**src/rtl/hgame_pkg.sv**
```systemverilog
// rtl/hgame_pkg.sv - shared winner codes, FSM states and score helpers
package hgame_pkg;

    localparam int SCORE_W = 4;
    localparam logic [SCORE_W-1:0] SCORE_MAX = 4'd15;

    localparam logic [2:0] W_NONE = 3'b000;
    localparam logic [2:0] W_A    = 3'b100;
    localparam logic [2:0] W_B    = 3'b010;
    localparam logic [2:0] W_C    = 3'b001;
    localparam logic [2:0] W_DRAW = 3'b111;

    typedef enum logic [1:0] {
        S_READY = 2'd0,
        S_WAIT  = 2'd1,
        S_OVER  = 2'd2
    } state_t;

    function automatic logic [SCORE_W-1:0] sat_next(input logic [SCORE_W-1:0] s,
                                                    input logic inc);
        return (inc && (s != SCORE_MAX)) ? s + 1'b1 : s;
    endfunction

endpackage

```
**src/rtl/score_keeper_if.sv**
```systemverilog
// rtl/score_keeper_if.sv - round-result input and score/status output bundle
interface score_keeper_if #(parameter int RW = 6);
    logic [2:0]    WINNER_DISP;
    logic          NEW_MATCH;
    logic [3:0]    SCORE_A;
    logic [3:0]    SCORE_B;
    logic [3:0]    SCORE_C;
    logic [RW-1:0] ROUND_CNT;
    logic          ROUND_DONE;
    logic          MATCH_OVER;
    logic [2:0]    CHAMP;

    modport master (
        output WINNER_DISP, NEW_MATCH,
        input  SCORE_A, SCORE_B, SCORE_C, ROUND_CNT, ROUND_DONE, MATCH_OVER, CHAMP
    );

    modport slave (
        input  WINNER_DISP, NEW_MATCH,
        output SCORE_A, SCORE_B, SCORE_C, ROUND_CNT, ROUND_DONE, MATCH_OVER, CHAMP
    );
endinterface

```
**src/rtl/sat_counter.sv**
```systemverilog
// rtl/sat_counter.sv - per-player score counter, sync clear, saturates at 15
module sat_counter
    import hgame_pkg::*;
(
    input  logic               CLK,
    input  logic               clr,
    input  logic               inc,
    output logic [SCORE_W-1:0] count
);

    always_ff @(posedge CLK) begin
        if (clr) begin
            count <= '0;
        end else begin
            count <= sat_next(count, inc);
        end
    end

endmodule

```
**src/rtl/score_keeper.sv**
```systemverilog
// rtl/score_keeper.sv - counts each round result once, tracks scores and match winner
module score_keeper
    import hgame_pkg::*;
#(
    parameter int TARGET = 3,
    parameter int RW     = 6
) (
    input  logic           CLK,
    input  logic           RST,
    score_keeper_if.slave  sk
);

    localparam logic [SCORE_W-1:0] TGT = SCORE_W'(TARGET);

    state_t               state, state_n;
    logic [SCORE_W-1:0]   score_a, score_b, score_c;
    logic [RW-1:0]        round_cnt, round_cnt_n;
    logic                 round_done, round_done_n;
    logic                 match_over, match_over_n;
    logic [2:0]           champ, champ_n;
    logic [2:0]           inc_vec, inc_n, hit;
    logic                 clr_n;

    // A draw is accepted as a round but awards no points.
    assign inc_vec = (sk.WINNER_DISP == W_DRAW) ? W_NONE : sk.WINNER_DISP;
    assign hit = {sat_next(score_a, |(inc_vec & W_A)) >= TGT,
                  sat_next(score_b, |(inc_vec & W_B)) >= TGT,
                  sat_next(score_c, |(inc_vec & W_C)) >= TGT};

    always_ff @(posedge CLK) begin
        if (RST) begin
            state      <= S_WAIT;
            round_cnt  <= '0;
            round_done <= 1'b0;
            match_over <= 1'b0;
            champ      <= W_NONE;
        end else begin
            state      <= state_n;
            round_cnt  <= round_cnt_n;
            round_done <= round_done_n;
            match_over <= match_over_n;
            champ      <= champ_n;
        end
    end

    always_comb begin
        state_n      = state;
        round_cnt_n  = round_cnt;
        round_done_n = 1'b0;
        match_over_n = match_over;
        champ_n      = champ;
        inc_n        = W_NONE;
        clr_n        = 1'b0;
        if (sk.NEW_MATCH) begin
            // Land in S_WAIT so a code still on the bus is not counted.
            clr_n        = 1'b1;
            state_n      = S_WAIT;
            round_cnt_n  = '0;
            match_over_n = 1'b0;
            champ_n      = W_NONE;
        end else begin
            case (state)
                S_READY: begin
                    if (sk.WINNER_DISP != W_NONE) begin
                        inc_n        = inc_vec;
                        round_cnt_n  = round_cnt + RW'(1);
                        round_done_n = 1'b1;
                        if (|hit) begin
                            state_n      = S_OVER;
                            match_over_n = 1'b1;
                            champ_n      = hit;
                        end else begin
                            state_n = S_WAIT;
                        end
                    end
                end
                S_WAIT: begin
                    if (sk.WINNER_DISP == W_NONE) state_n = S_READY;
                end
                S_OVER: begin
                    state_n = S_OVER;
                end
                default: begin
                    state_n = S_WAIT;
                end
            endcase
        end
    end

    sat_counter u_cnt_a (.CLK(CLK), .clr(RST | clr_n), .inc(|(inc_n & W_A)), .count(score_a));
    sat_counter u_cnt_b (.CLK(CLK), .clr(RST | clr_n), .inc(|(inc_n & W_B)), .count(score_b));
    sat_counter u_cnt_c (.CLK(CLK), .clr(RST | clr_n), .inc(|(inc_n & W_C)), .count(score_c));

    assign sk.SCORE_A    = score_a;
    assign sk.SCORE_B    = score_b;
    assign sk.SCORE_C    = score_c;
    assign sk.ROUND_CNT  = round_cnt;
    assign sk.ROUND_DONE = round_done;
    assign sk.MATCH_OVER = match_over;
    assign sk.CHAMP      = champ;

endmodule

```
**src/flat_wrapper.sv**
```systemverilog
// flat-port wrapper written by rule: the top's interface ports become plain ports
module score_keeper_flat import hgame_pkg::*;
#(
    parameter int TARGET = 3,
    parameter int RW     = 6
)
  (CLK, RST, sk_WINNER_DISP, sk_NEW_MATCH, sk_SCORE_A, sk_SCORE_B, sk_SCORE_C, sk_ROUND_CNT, sk_ROUND_DONE, sk_MATCH_OVER, sk_CHAMP);
  score_keeper_if #(.RW(RW)) sk_i ();
  input  logic CLK;
  input  logic RST;
  input wire logic [$bits(sk_i.WINNER_DISP)-1:0] sk_WINNER_DISP;
  input wire logic [$bits(sk_i.NEW_MATCH)-1:0] sk_NEW_MATCH;
  output wire logic [$bits(sk_i.SCORE_A)-1:0] sk_SCORE_A;
  output wire logic [$bits(sk_i.SCORE_B)-1:0] sk_SCORE_B;
  output wire logic [$bits(sk_i.SCORE_C)-1:0] sk_SCORE_C;
  output wire logic [$bits(sk_i.ROUND_CNT)-1:0] sk_ROUND_CNT;
  output wire logic [$bits(sk_i.ROUND_DONE)-1:0] sk_ROUND_DONE;
  output wire logic [$bits(sk_i.MATCH_OVER)-1:0] sk_MATCH_OVER;
  output wire logic [$bits(sk_i.CHAMP)-1:0] sk_CHAMP;
  assign sk_i.WINNER_DISP = sk_WINNER_DISP;
  assign sk_i.NEW_MATCH = sk_NEW_MATCH;
  assign sk_SCORE_A = sk_i.SCORE_A;
  assign sk_SCORE_B = sk_i.SCORE_B;
  assign sk_SCORE_C = sk_i.SCORE_C;
  assign sk_ROUND_CNT = sk_i.ROUND_CNT;
  assign sk_ROUND_DONE = sk_i.ROUND_DONE;
  assign sk_MATCH_OVER = sk_i.MATCH_OVER;
  assign sk_CHAMP = sk_i.CHAMP;
  score_keeper #(.TARGET(TARGET), .RW(RW)) u_core (.CLK(CLK), .RST(RST), .sk(sk_i));
endmodule
```
**config.mk**
```make
export PLATFORM = sky130hd
export DESIGN_NAME = score_keeper_flat
export DESIGN_NICKNAME = d
export VERILOG_FILES = /design/src/rtl/hgame_pkg.sv /design/src/rtl/score_keeper_if.sv /design/src/rtl/sat_counter.sv /design/src/rtl/score_keeper.sv /design/src/flat_wrapper.sv
export SDC_FILE = /design/constraint.sdc
export NUM_CORES = 1
export LEC_CHECK = 0
export ABC_AREA = 0
export CORE_MARGIN = 2
export CORE_UTILIZATION = 45
export DETAILED_ROUTE_END_ITERATION = 8
export PLACE_DENSITY_LB_ADDON = 0.1
export SETUP_SLACK_MARGIN = 0.02
export SYNTH_ARGS = -nofsm -noshare
export SYNTH_HDL_FRONTEND = slang
export SYNTH_SLANG_ARGS = --single-unit
```
**constraint.sdc**
```tcl
create_clock -name CLK -period 2.3 [get_ports CLK]
set_input_delay 0.23 -clock CLK [delete_from_list [all_inputs] [get_ports CLK]]
set_output_delay 0.23 -clock CLK [all_outputs]
set_load 0.05 [all_outputs]
```
; Yosys cells after proc, flatten, opt, wreduce, memory -nomap -nowiden
; Index checks and enable logic that the tools add are counted.
[word_totals]
elab_cells = 53
ff_bits = 25
in_bits = 6
[op_classes]
addsub = 4
n_reduce_logical = 15
muxes = 13
magnitude_cmp = 3
bitwise = 2
n_eq_ne = 8
[op_table]
columns = operator, count
row1 = $add A4 B1 Y4 const B, 3
row2 = $ge A4 B2 Y1 const B, 3
row3 = $mux W3, 4
row4 = $mux W4, 3
row5 = $ne A4 B4 Y1 const B, 3
row6 = $add A6 B1 Y6 const B, 1
row7 = $logic_and A1 B1 Y1, 6
row8 = $mux W2, 3
row9 = $pmux W2 S3, 1
row10 = $reduce_or A3 Y1, 2
row11 = $ne A2 B1 Y1 const B, 2
row12 = $reduce_and A2 Y1, 2
row13 = $eq A3 B3 Y1 const B, 1
row14 = $logic_not A3 Y1, 1
row15 = $reduce_and A3 Y1, 1
row16 = $reduce_bool A3 Y1, 1
row17 = $eq A2 B1 Y1 const B, 1
row18 = $eq A2 B2 Y1 const B, 1
row19 = $logic_not A2 Y1, 1
row20 = $mux W1, 2
row21 = $reduce_or A2 Y1, 1
row22 = $not A1 Y1, 1
row23 = $or A1 B1 Y1, 1

; Longest topological paths before layout
[depth]
depth_word = 9
ltp_mapped = 8

; Hierarchy
; Synthesis repeated with hierarchy kept, for this count alone.
[hier_totals]
hier_cells = 159
area_unflattened_um2 = 1433.9
[modules_own_cells]
columns = module, n_inst, cells_per_inst, area_each_um2
row1 = score_keeper, 1, 99, 807.0
row2 = sat_counter, 3, 20, 209.0

; Least setup slack after synthesis
; No wires, ideal clock.
[synth_path]
path_kind = register to register
startpoint = register u_core.u_cnt_c.count[0]
endpoint = register u_core.champ[0], in the netlist u_core.sk.CHAMP[0]
setup_time_ns = 0.115
synth_period_minus_slack_ns = 2.231
path_stages_with_launch = 7
n_path_buf = 0
setup_slack_ns = 0.069
arrival_ns = 2.117
required_time_ns = 2.185
cell_sequence = dfxtp_1 > ha_1 > nor2b_1 > or3_1 > a311oi_2 > o21ai_0 > o21a_1
[synth_between]
elab_chain_len = 6
[synth_rtl]
columns = element, line_no
row1 = "start, declared", sat_counter.sv:8  ; output logic [SCORE_W-1:0] count
row2 = "start signal, assigned", sat_counter.sv:15  ; count <= sat_next(count, inc);
row3 = branches (longest 2 deep; another with $add A4 B1 Y4), n/a
row4 = $mux W4 *, hgame_pkg.sv:21  ; return (inc && (s != SCORE_MAX)) ? s + 1'b1 : s;
row5 = $ge A4 B2 Y1 *, score_keeper.sv:28  ; sat_next(score_c, |(inc_vec & W_C)) >= TGT};
row6 = $reduce_or A3 Y1, score_keeper.sv:68  ; if (|hit) begin
row7 = $reduce_and A3 Y1 (no source line), n/a
row8 = "end signal, assigned", score_keeper.sv:42  ; champ <= champ_n;
row9 = "end, declared", score_keeper.sv:20  ; logic [2:0] champ, champ_n;
; Mark *: on every way between the ends.
; A chain may end at the register's enable or synchronous reset.

; Worst setup path in the final report
[layout_path]
startpoint = register u_core.u_cnt_c.count[0]
endpoint = register u_core.state[0]
[layout_between]
elab_chain_len = 8
[layout_rtl]
columns = element, line_no
row1 = branches (longest 2 deep; another with $add A4 B1 Y4), n/a
row2 = $mux W4 *, hgame_pkg.sv:21
row3 = $ge A4 B2 Y1 *, score_keeper.sv:28
row4 = $reduce_or A3 Y1 *, score_keeper.sv:68
row5 = $mux W2 *, score_keeper.sv:68
row6 = $mux W2 *, score_keeper.sv:64  ; if (sk.WINNER_DISP != W_NONE) begin
row7 = $pmux W2 S3 *, score_keeper.sv:62  ; case (state)
row8 = "end signal, assigned", score_keeper.sv:38  ; state <= state_n;
row9 = "end, declared", score_keeper.sv:15  ; state_t state, state_n;
; Mark *: on every way between the ends. The select of a mux whose other input is x is not followed.

==> summary.txt <==
Global route
  – Largest net degree at the start of global routing: 21
  – Aggregate global routing overflow: 0
  – Vias in the first global route: 1,030
  – First-pass GRT wire length: 4530 um
  – GRT Resource Usage Total: 0.171
  – Antenna violations before repair: 0

Setup path
  – CP required: 2.57 ns
  – CP Capture Type: register
  – WP data arrival: 2.29 ns
  – Critical Path Max Stage Delay: 0.50 ns
  – Worst path cell trace: ha_1 > nor2b_1 > or3_1 > a311oi_2 > and3_1 > o32a_1
  – CP startpoint kind: register
  – CP delay by family, top: simple AND/OR/NAND/NOR gates
  – Reg2reg start: u_core.u_cnt_c.count[0]
  – Crit Path Max Fanout: 7
  – Worst path bufs/invs: 0
  – Critical Path Slowest Stage Cell: dfxtp_1
  – Critical R2R Capture: u_core.state[0]
  – Critical path type: register to register
  – Reg2reg setup slack: 0.28 ns
  – Depth of the most critical reg-to-reg path: 6

Timing
  – RSZ-0062 raised after global routing: false
  – Max-slew violation count: 0
  – Worst Max-Slew Pin Slew: 0.573 ns
  – Min Tclk post-route: 2.02 ns
  – Hold slack: 0.476 ns
  – Max_slew headroom: 0.608
  – Final worst path period share: 0.880
  – Setup tns final: 0 ns
  – Hold Vio Cnt, Final: 0
  – Max Clock Skew: 0.00605 ns
  – Final worst setup slack: 0.277 ns
  – Max Fclk: 494 MHz
  – Setup violators final: 0

Clock tree
  – Clk_lat worst skew: 0.31 ns
  – Root Buffer: clkbuf_4
  – Post-cts sizing count: 0
  – Clock sink total: 25
  – Clock buffer depth: 2
  – Clock-pin slew on the worst setup and hold paths: 0.14 ns
  – # hold bufs at CTS: 0
  – Setup Buffers After CTS: 0
  – CTS Buf Count: 3
  – CTS H-tree lvls: 1
  – CTS tree: yes

Placed design
  – Placement Cell Area: 0.00160 mm2
  – GPL Wtd Cong: 0.791
  – Placed cells: 204
  – Post-DP HPWL: 2000 um
  – PortBufs: 28
  – Worst Setup Slack post-DPL: 0.211 ns

Run
  – MaxCap Viol Count: 0

Min path
  – Hold Crit Depth: 2
  – HP Start: u_core.sk.CHAMP[2]
  – Hold Path End: u_core.sk.CHAMP[2]
  – HP Class: register to register

Power and ir drop
  – Clock power frac: 0.285
  – Cell Pwr Density: 422 mW/mm2
  – Net Sw Power: 0.165 mW
  – Combinational share of power: 0.080
  – VDD IR max: 0.000322 V
  – Sw Share: 0.240
  – Leak: 0.607 nW
  – Overall Power: 0.687 mW
  – Int Pwr: 0.522 mW
  – Share of total power in sequential cells: 0.635

Logic synthesis
  – Syn Nets: 160
  – Leading post-synthesis cells by cell area: dfxtp_1, xor2_1, nor2_1
  – Yosys reg bits: 25
  – Asr flop ratio synth: 0
  – Main synth FF type: dfxtp_1
  – Syn avg cell area: 8.71 um2
  – Unique masters post-synth: 39
  – Dominant cell type by area after synthesis: dfxtp_1
  – Number of flops mapped to enable cells by yosys: 0
  – Cell Area, Synth: 0.00129 mm2
  – Synthesized instance count: 148
  – Yosys top cell area share: 0.388
  – Post-synthesis sequential area ratio: 0.388
  – Ys Warns: 0

Floorplan
  – Initial core utilization: 0.471
  – Cell Rows: 19
  – Die area: 0.00331 mm2
  – Ports: 29
  – Core region area: 0.00273 mm2
  – Die Wd: 57.5 um
  – Die height: 57.5 um

Layout
  – Synth-to-layout area growth: 26.2%
  – Most common cell after layout, fill and taps aside: clkdlybuf4s50_1
  – Share of layout cells above drive strength 1: 0.0621
  – Final core utilization: 0.595
  – Final Non-Filler Cells: 208
  – Design area: 0.00163 mm2
  – NumNets Final: 190
  – N_diodes: 0
  – Most frequent cells in the layout: clkdlybuf4s50_1, dfxtp_1, nor2_1, nand2_1, xor2_1

Detailed routing
  – DR WL met3: 87 um
  – Met1 Wirelength: 1310 um
  – Vias after detailed routing: 1,129
  – Via/cell ratio: 5.43
  – # DRC: 0
  – Routed wl met2: 1240 um
  – DRT antenna net count: 0
  – Iter 0 DRT Violations: 47
  – Highest signal layer in the routed design: met4
  – Drt wl/cell: 12.8 um
  – DR pass1 iterations: 4
  – Wirelength, routed: 2650 um

Outcome
  – Outcome: finished clean
==> logic make-up after synthesis <==
| kind of cell | share of synthesized area |
|---|---|
| simple gates | 0.226 |
| compound gates | 0.172 |
| flops | 0.388 |
| xor+xnor | 0.102 |
| buf+inv | 0.0301 |
| fa+ha+maj | 0.0583 |
| mux | 0.0233 |
==> tightest hold or removal path: stages, from the launching register on <==
cell and delay (ns):
dfxtp_1 0.34, nand2_1 0.06, o22ai_1 0.05
==> layer usage <==
metal / GRT usage / up-vias
li1: - / 574
met1: 0.238 / 535
met2: 0.273 / 18
met3: 0.0227 / 2
met4: 0.0598 / 0
met5: 0 / -
==> Yosys cell counts (2+ instances only) <==
library cell and n:
mux2i_1 3, o21ai_0 3, xnor2_1 5, nor2b_1 3, a21oi_1 6, nand4_1 3, nand3_1 8, dfxtp_1 25
o32a_1 2, xor2_1 10, and3_1 4, inv_1 6, nor2_1 22, nor3_1 2, ha_1 6, clkbuf_1 3
nand2_1 14, a211oi_1 2
==> power by group through the flow <==
stage	Combinational [mW]	Clock [mW]	Sequential [mW]
after floorplan	0.0305	0	0.448
after global placement	0.0541	0	0.445
after detailed placement	0.0549	0	0.445
after CTS	0.0551	0.201	0.436
after global routing	0.0607	0.219	0.436
final	0.0552	0.196	0.436
==> area by class of cell <==
| class | instances | area [um2] |
|---|---|---|
| fill | 252 | 1110 |
| multi-input combinational | 113 | 749 |
| sequential | 25 | 500 |
| timing repair buffer | 29 | 288 |
| tap | 31 | 38.8 |
| clock buffer | 3 | 22.5 |
| inverter | 6 | 22.5 |
| clock inverter | 1 | 5.00 |
==> how the worst max path moves through the flow <==
stage	from	end	slack (ns)	cells after the start
after floorplan	u_core.u_cnt_c.count[0]	u_core.sk.CHAMP[0]	0.07	6
final	u_core.u_cnt_c.count[0]	u_core.state[0]	0.28	6
after detailed placement	sk_WINNER_DISP[2]	u_core.state[1]	0.21	6
after global routing	u_core.u_cnt_c.count[0]	u_core.state[0]	0.16	6
after global placement	sk_WINNER_DISP[2]	u_core.sk.MATCH_OVER	0.26	6
after CTS	u_core.u_cnt_c.count[0]	u_core.state[0]	0.27	6
==> flip-flops by register name, indices dropped and copies added (netlist names) <==
register and count:
u_core.u_cnt_a.count 4, u_core.u_cnt_c.count 4, u_core.sk.ROUND_CNT 6, u_core.state 2, u_core.sk.CHAMP 3, u_core.sk.ROUND_DONE 1, u_core.sk.MATCH_OVER 1, u_core.u_cnt_b.count 4
(Power assumes the default switching activity.)
